**src/rtl/sccb_init_sequencer.sv**
```systemverilog
// Power-up and register-initialisation sequencer for an SCCB camera sensor: walks a command
// table issuing writes, verify-reads and delays through the SCCB driver with NACK retries.
module sccb_init_sequencer #(
    parameter int unsigned ROM_DEPTH       = 73,
    parameter int unsigned REG_ADDR_W      = 8,
    parameter int unsigned POWERUP_CYCLES  = 1000,
    parameter int unsigned CAM_RESET_CYCLE = 5,
    parameter int unsigned MAX_RETRY       = 3,
    localparam int unsigned ENTRY_W        = 2 + REG_ADDR_W + 8,
    localparam int unsigned IDX_W          = (ROM_DEPTH > 1) ? $clog2(ROM_DEPTH) : 1
) (
    input  logic                  clk,
    input  logic                  rst,
    input  logic                  restart,
    output logic [IDX_W-1:0]      rom_addr,
    input  logic [ENTRY_W-1:0]    rom_data,
    output logic                  drv_start,
    output logic                  drv_rw,
    output logic [REG_ADDR_W-1:0] drv_addr,
    output logic [7:0]            drv_wdata,
    input  logic                  drv_load_comp,
    input  logic                  drv_task_comp,
    input  logic                  drv_nack,
    input  logic [7:0]            drv_rdata,
    output logic                  cam_reset,
    output logic [7:0]            read_data,
    output logic                  read_valid,
    output logic                  init_done,
    output logic                  init_error,
    output logic                  verify_fail,
    output logic [IDX_W-1:0]      entry_idx
);
    localparam int unsigned PWR_W   = $clog2(POWERUP_CYCLES + 1);
    localparam int unsigned RETRY_W = (MAX_RETRY > 0) ? $clog2(MAX_RETRY + 1) : 1;
    localparam int unsigned DLY_W   = REG_ADDR_W + 8;

    typedef enum logic [1:0] {OpWrite, OpRead, OpDelay, OpEnd} op_e;

    typedef enum logic [2:0] {
        StReset, StFetch, StDecode, StLoad, StWait, StDelay, StDone, StError
    } state_e;

    state_e                state_q, state_d;
    logic [PWR_W-1:0]      pwr_cnt_q, pwr_cnt_d;
    logic [IDX_W-1:0]      entry_idx_q, entry_idx_d;
    logic [RETRY_W-1:0]    retry_cnt_q, retry_cnt_d;
    logic [DLY_W-1:0]      dly_cnt_q, dly_cnt_d;
    logic                  rw_q, rw_d;
    logic [REG_ADDR_W-1:0] addr_q, addr_d;
    logic [7:0]            data_q, data_d;
    logic                  cam_reset_q, cam_reset_d;
    logic [7:0]            read_data_q, read_data_d;
    logic                  read_valid_q, read_valid_d;
    logic                  verify_fail_q, verify_fail_d;
    logic                  advance;
    op_e                   op;

    assign op = op_e'(rom_data[ENTRY_W-1 -: 2]);

    always_comb begin
        state_d       = state_q;
        pwr_cnt_d     = pwr_cnt_q;
        entry_idx_d   = entry_idx_q;
        retry_cnt_d   = retry_cnt_q;
        dly_cnt_d     = dly_cnt_q;
        rw_d          = rw_q;
        addr_d        = addr_q;
        data_d        = data_q;
        cam_reset_d   = cam_reset_q;
        read_data_d   = read_data_q;
        read_valid_d  = 1'b0;
        verify_fail_d = verify_fail_q;
        advance       = 1'b0;

        unique case (state_q)
            StReset: begin
                pwr_cnt_d = pwr_cnt_q + PWR_W'(1);
                if (pwr_cnt_d == PWR_W'(CAM_RESET_CYCLE)) cam_reset_d = 1'b1;
                if (pwr_cnt_d == PWR_W'(POWERUP_CYCLES)) begin
                    state_d     = StFetch;
                    entry_idx_d = '0;
                end
            end
            StFetch: state_d = StDecode;
            StDecode: begin
                rw_d   = (op == OpRead);
                addr_d = rom_data[8 +: REG_ADDR_W];
                data_d = rom_data[7:0];
                unique case (op)
                    OpWrite, OpRead: state_d = StLoad;
                    OpDelay: begin
                        dly_cnt_d = rom_data[DLY_W-1:0];
                        state_d   = StDelay;
                    end
                    OpEnd: state_d = StDone;
                endcase
            end
            StLoad: if (drv_load_comp) state_d = StWait;
            StWait: begin
                if (drv_task_comp) begin
                    if (drv_nack) begin
                        if (retry_cnt_q < RETRY_W'(MAX_RETRY)) begin
                            retry_cnt_d = retry_cnt_q + RETRY_W'(1);
                            state_d     = StLoad;
                        end else begin
                            state_d = StError;
                        end
                    end else begin
                        retry_cnt_d = '0;
                        advance     = 1'b1;
                        if (rw_q) begin
                            read_data_d  = drv_rdata;
                            read_valid_d = 1'b1;
                            if (drv_rdata != data_q) verify_fail_d = 1'b1;
                        end
                    end
                end
            end
            // Zero and one both spend a single cycle here; N>1 spends N cycles.
            StDelay: begin
                if (dly_cnt_q <= DLY_W'(1)) advance = 1'b1;
                else dly_cnt_d = dly_cnt_q - DLY_W'(1);
            end
            StDone, StError: ;
            default: state_d = StReset;
        endcase

        if (advance) begin
            if (entry_idx_q == IDX_W'(ROM_DEPTH - 1)) begin
                state_d = StDone;
            end else begin
                entry_idx_d = entry_idx_q + IDX_W'(1);
                state_d     = StFetch;
            end
        end

        // Restart overrides any driver handshake seen in the same cycle.
        if (restart) begin
            state_d       = StReset;
            pwr_cnt_d     = '0;
            entry_idx_d   = '0;
            retry_cnt_d   = '0;
            cam_reset_d   = 1'b0;
            read_valid_d  = 1'b0;
            verify_fail_d = 1'b0;
        end
    end

    always_ff @(negedge clk) begin
        if (!rst) begin
            state_q       <= StReset;
            pwr_cnt_q     <= '0;
            entry_idx_q   <= '0;
            retry_cnt_q   <= '0;
            dly_cnt_q     <= '0;
            rw_q          <= 1'b0;
            addr_q        <= '0;
            data_q        <= '0;
            cam_reset_q   <= 1'b0;
            read_data_q   <= '0;
            read_valid_q  <= 1'b0;
            verify_fail_q <= 1'b0;
        end else begin
            state_q       <= state_d;
            pwr_cnt_q     <= pwr_cnt_d;
            entry_idx_q   <= entry_idx_d;
            retry_cnt_q   <= retry_cnt_d;
            dly_cnt_q     <= dly_cnt_d;
            rw_q          <= rw_d;
            addr_q        <= addr_d;
            data_q        <= data_d;
            cam_reset_q   <= cam_reset_d;
            read_data_q   <= read_data_d;
            read_valid_q  <= read_valid_d;
            verify_fail_q <= verify_fail_d;
        end
    end

    assign rom_addr    = entry_idx_q;
    assign entry_idx   = entry_idx_q;
    assign drv_start   = (state_q == StLoad);
    assign drv_rw      = rw_q;
    assign drv_addr    = addr_q;
    assign drv_wdata   = data_q;
    assign cam_reset   = cam_reset_q;
    assign read_data   = read_data_q;
    assign read_valid  = read_valid_q;
    assign init_done   = (state_q == StDone);
    assign init_error  = (state_q == StError);
    assign verify_fail = verify_fail_q;

endmodule

```
**config.mk**
```make
export PLATFORM = sky130hd
export DESIGN_NAME = sccb_init_sequencer
export DESIGN_NICKNAME = d
export VERILOG_FILES = /design/src/rtl/sccb_init_sequencer.sv
export SDC_FILE = /design/constraint.sdc
export NUM_CORES = 1
export LEC_CHECK = 0
export ABC_CLOCK_PERIOD_IN_PS = 2300
export CORE_MARGIN = 5
export CORE_UTILIZATION = 35
export CTS_CLUSTER_DIAMETER = 100
export DETAILED_ROUTE_END_ITERATION = 10
export SLEW_MARGIN = 20
export SYNTH_ARGS = -nofsm -noshare
export SYNTH_HDL_FRONTEND = slang
export SYNTH_SLANG_ARGS = --single-unit
export TNS_END_PERCENT = 20
```
**constraint.sdc**
```tcl
create_clock -name clk -period 2.3 [get_ports clk]
set_clock_uncertainty 0.05 [all_clocks]
set_input_delay 0.23 -clock clk [delete_from_list [all_inputs] [get_ports clk]]
set_output_delay 0.23 -clock clk [all_outputs]
set_load 0.02 [all_outputs]
```
======== Yosys cells after proc, flatten, opt, wreduce, memory -nomap -nowiden ========
Index checks and enable logic that the tools add are counted.
word-level totals
  register bits after elaboration ......... 66
  input bits .............................. 32
  output and inout bits ................... 45
cells by class
  add/subtract/negate cells ............... 4
  $lt $le $gt $ge ......................... 2
  equality and inequality tests ........... 21
  mux-type cells .......................... 23
  bitwise gates (word level) .............. 4
  reduce and logical (&&, ||, !) cells .... 13
operators by type and width
  kind                                                                                count
  16-bit two-way mux                                                                  2
  16-bit one-hot mux with 2 select lines                                              1
  7-bit two-way mux                                                                   4
  3-bit two-way mux                                                                   7
  16-bit by 1-bit less-or-equal comparator with 1-bit output (second input constant)  1
  16-bit by 1-bit subtractor with 16-bit output (second input constant)               1
  3-bit one-hot mux with 5 select lines                                               1
  3-bit equality test (second input constant)                                         4
  10-bit by 1-bit adder with 10-bit output (second input constant)                    1
  10-bit equality test (second input constant)                                        1
  10-bit by 3-bit equality test with 1-bit output (second input constant)             1
  5-bit AND reduction                                                                 2
  3-bit inequality test (second input constant)                                       3
  3-bit one-hot mux with 3 select lines                                               1
  8-bit inequality test                                                               1
  7-bit by 1-bit adder with 7-bit output (second input constant)                      1
  7-bit equality test (second input constant)                                         1
  3-bit by 2-bit equality test with 1-bit output (second input constant)              2
  3-bit AND reduction                                                                 2
  6-bit nonzero test                                                                  1
  5-bit OR reduction                                                                  1
  2-bit equality test (second input constant)                                         2
  1-bit two-way mux                                                                   4
  2-bit two-way mux                                                                   2
  15 further kinds                                                                    20

======== Depth between registers and ports, before layout ========
  depth after elaboration ................. 6
  depth in mapped cells ................... 9
  mapped depth without buffers ............ 7

==> results by group <==
Status
  – Run status: finished, violations left
  – Failing checks: setup timing

Worst hold path
  – Endpoint, Worst Hold: drv_addr[2]$_SDFFE_NN0P_
  – Depth of the worst hold-timing path: 2
  – HP Start: drv_addr[2]$_SDFFE_NN0P_
  – Class of the most critical hold timing path: reg2reg

Place
  – DP Area: 0.00488 sq mm
  – HPWL after detailed placement: 7680 um
  – Number of instances in the placed design: 700
  – Number of buffer cells added on primary ports: 76
  – Last weighted congestion value of the routability-driven placer: 0.826

GRT
  – Remaining global-route overflow: 0
  – Initial antenna violation count: 0
  – Pin count of the biggest net entering global routing: 35
  – Global-route wire length before repair: 18400 um
  – Total global routing track utilization: 0.177
  – Number of global-route vias before repair: 4049

Synth
  – Cells after synthesis: 467
  – Top area cells in the synthesized netlist: sky130_fd_sc_hd__dfxtp_1 (36%), sky130_fd_sc_hd__nand2_1 (7.7%), sky130_fd_sc_hd__a21oi_1 (6.8%)
  – Cell type contributing the most total cell area after synthesis: sky130_fd_sc_hd__dfxtp_1
  – Dominant register cell in the synthesized netlist: sky130_fd_sc_hd__dfxtp_1
  – Fraction of synthesis flops using an asynchronous set or reset pin: 0
  – Proportion of netlist area held by the largest area contributor: 0.361
  – Yosys warning count: 0
  – Syn Nets: 506
  – Register bit total from synthesis: 66
  – Netlist area before placement: 0.00366 sq mm
  – Most frequent cells after synthesis: sky130_fd_sc_hd__nand2_1 (75), sky130_fd_sc_hd__dfxtp_1 (66), sky130_fd_sc_hd__a21oi_1 (50)
  – Most common cell in the netlist: sky130_fd_sc_hd__nand2_1
  – Syn Area/Cell: 7.83 sq um
  – Distinct cells, synth: 62
  – Proportion of synthesized chip area in sequential cells: 0.361
  – EDFF count, synth: 0

Clock network
  – Clock slew at reported path FFs: 40 ps
  – CTS H-tree lvls: 3
  – TritonCTS buffer count: 9
  – Number of clock sinks seen by CTS: 66
  – Hold buffer count at cts: 0
  – Clock Tree Root: sky130_fd_sc_hd__clkbuf_8
  – Skew-Pair Late Insertion Delay: 410 ps
  – Number of buffers on the longest clock path: 2
  – CTS tree: yes

Final layout
  – Nets: 684
  – Share of final-layout standard cells stronger than drive strength 1: 0.298
  – Summed area of non-filler cells in the final layout: 0.00559 sq mm
  – Antenna diode count: 0
  – Fillcell total: 979
  – Multi-input gate area in the final layout: 0.00221 sq mm
  – Area growth syn-to-layout: 52.8%
  – Post-route insts no fill: 786
  – Storage element area: 0.00138 sq mm

Timing
  – Worst rel slew slack: 0.491
  – Fin worst setup slack: -228 ps
  – Unrepaired setup endpoints after global routing: yes
  – Pins Over Slew Limit: 0
  – Endpoints failing hold: 0
  – Transition at the pin with the smallest max-transition slack: 764 ps
  – Finish-stage setup viols: 6

Die
  – Placeable core region: 0.0103 sq mm
  – Die footprint: 0.0126 sq mm
  – Die boundary height: 112 um
  – Number of ports placed on the die boundary: 77
  – Initial core utilization: 0.356
  – Die width: 112 um
  – # rows: 37

Critical path
  – Type of the setup path with the least slack: reg2out
  – FF-to-FF Start: state_q[1]$_SDFFE_NP0P_
  – Number of cell instances on the worst register-to-register path: 7
  – Type of element launching the critical path: flip-flop
  – Capture point of the worst reg-to-reg path: state_q[0]$_SDFFE_NP0P_
  – Biggest fanout along the worst timing path: 6
  – Required time of the critical path: 2020 ps
  – Worst setup EP type: output pin
  – Slack of the worst reg-to-reg path: 140 ps
  – Data arrival at the endpoint of the critical path: 2250 ps

Power
  – Max IR drop VDD: 0.469 mV
  – Power per Cell Area: 525 mW/mm^2
  – Reported leakage power: 2.51 nW

Routing
  – Count of antenna-violating nets left after detailed routing: 0
  – Detailed-route wire length per cell: 14.1 um
  – Detailed-routing iteration count for the pre-antenna-repair pass: 4
  – Detail-routed via count per cell: 5.08
  – # DRC: 0
  – Post-Route WL: 11100 um
  – Detailed-route via count: 3996
  – DR iter-0 viols: 191

Job
  – Number of max-capacitance violations reported: 0
flip-flops by register name (all words and copies together), names as in the netlist, 2 cells and up:
name and count:
drv_wdata 8, entry_idx 7, read_data 8, state_q 3, drv_addr 8, pwr_cnt_q 10
retry_cnt_q 2, dly_cnt_q 16
metrics by stage:
step,power [mW],setup TNS (ps),hold slack [ps],setup WS [ps],utilization
after floorplan,1.39,-3560,390,-218,-
after global placement,1.49,-38990,395,-718,0.475
after detailed placement,1.49,-40810,400,-794,0.475
after CTS,3.01,-1060,402,-247,0.537
after global routing,3.16,-1710,428,-290,0.544
final,2.93,-625,406,-228,0.544
critical path, cell delays in order, from the launching register on:
cell and delay, ps:
sky130_fd_sc_hd__dfxtp_4 350, sky130_fd_sc_hd__and3b_1 230, sky130_fd_sc_hd__buf_6 120
power by group:
group	switching [mW]	internal [mW]	total (mW)
Clock	0.774	0.867	1.64
Sequential	0.00353	1.15	1.15
Combinational	0.0650	0.0769	0.142
Total	0.843	2.09	2.93
what timing repair did:
action | in CTS | in global routing
cloned | 0 | 0
pin swaps | 5 | 8
setup endpoints to repair | 94 | 52
gates resized for setup | 315 | 36
buffers inserted | 5 | 0
how the worst max path moves through the flow:
| stage | startpoint | to | cells after the start |
|---|---|---|---|
| global placement | rom_data[17] | dly_cnt_q[11]$_SDFFE_NN0P_ | 6 |
| detailed placement | drv_task_comp | state_q[0]$_SDFFE_NP0P_ | 6 |
| finish | state_q[0]$_SDFFE_NP0P_ | init_done | 2 |
| CTS | state_q[1]$_SDFFE_NP0P_ | drv_start | 3 |
| floorplan | drv_task_comp | state_q[0]$_SDFFE_NP0P_ | 6 |
| global route | state_q[0]$_SDFFE_NP0P_ | init_done | 2 |
cell usage in the layout, fill, tap and decap left out, types with 3 or more instances in the layout:
| cell type | synthesis | layout |
|---|---|---|
| sky130_fd_sc_hd__bufinv_16 | 0 | 3 |
| sky130_fd_sc_hd__and3b_1 | 3 | 3 |
| sky130_fd_sc_hd__nor2b_1 | 6 | 5 |
| sky130_fd_sc_hd__nand2b_1 | 5 | 4 |
| sky130_fd_sc_hd__buf_4 | 7 | 64 |
| sky130_fd_sc_hd__nor2_1 | 37 | 34 |
| sky130_fd_sc_hd__a31oi_1 | 8 | 8 |
| sky130_fd_sc_hd__dfxtp_4 | 0 | 6 |
| sky130_fd_sc_hd__nand3b_1 | 4 | 4 |
| sky130_fd_sc_hd__nor4_4 | 3 | 3 |
| sky130_fd_sc_hd__nand3_1 | 20 | 20 |
| sky130_fd_sc_hd__and3_1 | 9 | 9 |
| sky130_fd_sc_hd__dlygate4sd2_1 | 0 | 3 |
| sky130_fd_sc_hd__mux2i_1 | 3 | 3 |
| sky130_fd_sc_hd__nand2_1 | 75 | 73 |
| sky130_fd_sc_hd__a211oi_1 | 3 | 3 |
| sky130_fd_sc_hd__dfxtp_1 | 66 | 29 |
| sky130_fd_sc_hd__o211ai_1 | 6 | 6 |
| sky130_fd_sc_hd__clkbuf_8 | 0 | 9 |
| sky130_fd_sc_hd__o31ai_1 | 4 | 4 |
| sky130_fd_sc_hd__ha_1 | 7 | 7 |
| sky130_fd_sc_hd__xnor2_1 | 6 | 6 |
| sky130_fd_sc_hd__o21a_1 | 4 | 4 |
| sky130_fd_sc_hd__buf_6 | 1 | 46 |
| sky130_fd_sc_hd__nor2_4 | 0 | 3 |
| sky130_fd_sc_hd__inv_1 | 8 | 73 |
| sky130_fd_sc_hd__o21ai_0 | 22 | 21 |
| sky130_fd_sc_hd__o22ai_1 | 4 | 4 |
| sky130_fd_sc_hd__or3_1 | 3 | 3 |
| sky130_fd_sc_hd__clkbuf_2 | 1 | 4 |
| sky130_fd_sc_hd__xor2_1 | 15 | 15 |
| sky130_fd_sc_hd__nor3b_1 | 4 | 4 |
| sky130_fd_sc_hd__a21oi_1 | 50 | 49 |
| sky130_fd_sc_hd__a21o_1 | 4 | 4 |
| sky130_fd_sc_hd__nor3_1 | 8 | 8 |
| sky130_fd_sc_hd__dlymetal6s2s_1 | 0 | 6 |
| sky130_fd_sc_hd__nand4_1 | 5 | 5 |
| sky130_fd_sc_hd__dfxtp_2 | 0 | 31 |
| sky130_fd_sc_hd__clkdlybuf4s50_1 | 0 | 18 |
cell families after synthesis:
kind of cell | Yosys count | synth area share
xor+xnor | 21 | 0.0503
mux | 3 | 0.00821
fa+ha+maj | 7 | 0.0239
simple gates | 199 | 0.286
compound gates | 123 | 0.209
buf+inv | 48 | 0.0616
flops | 66 | 0.361
metal layers:
layer	vias up	routed length, um	GRT usage
met5	-	0	0
met4	0	262	0.0929
met3	20	524	0.0652
met2	88	5500	0.281
met1	1888	4770	0.208
li1	2000	-	-
final cells by class:
cell class              instances  share of cell area
inverters                       8             0.00627
well taps                     136              0.0305
clock buffers                   9              0.0222
repair buffers                141               0.233
multi-input cells             353               0.396
flip-flops and latches         66               0.247
clock inverters                73              0.0649
Note: power is estimated with default switching activity, not from simulation.
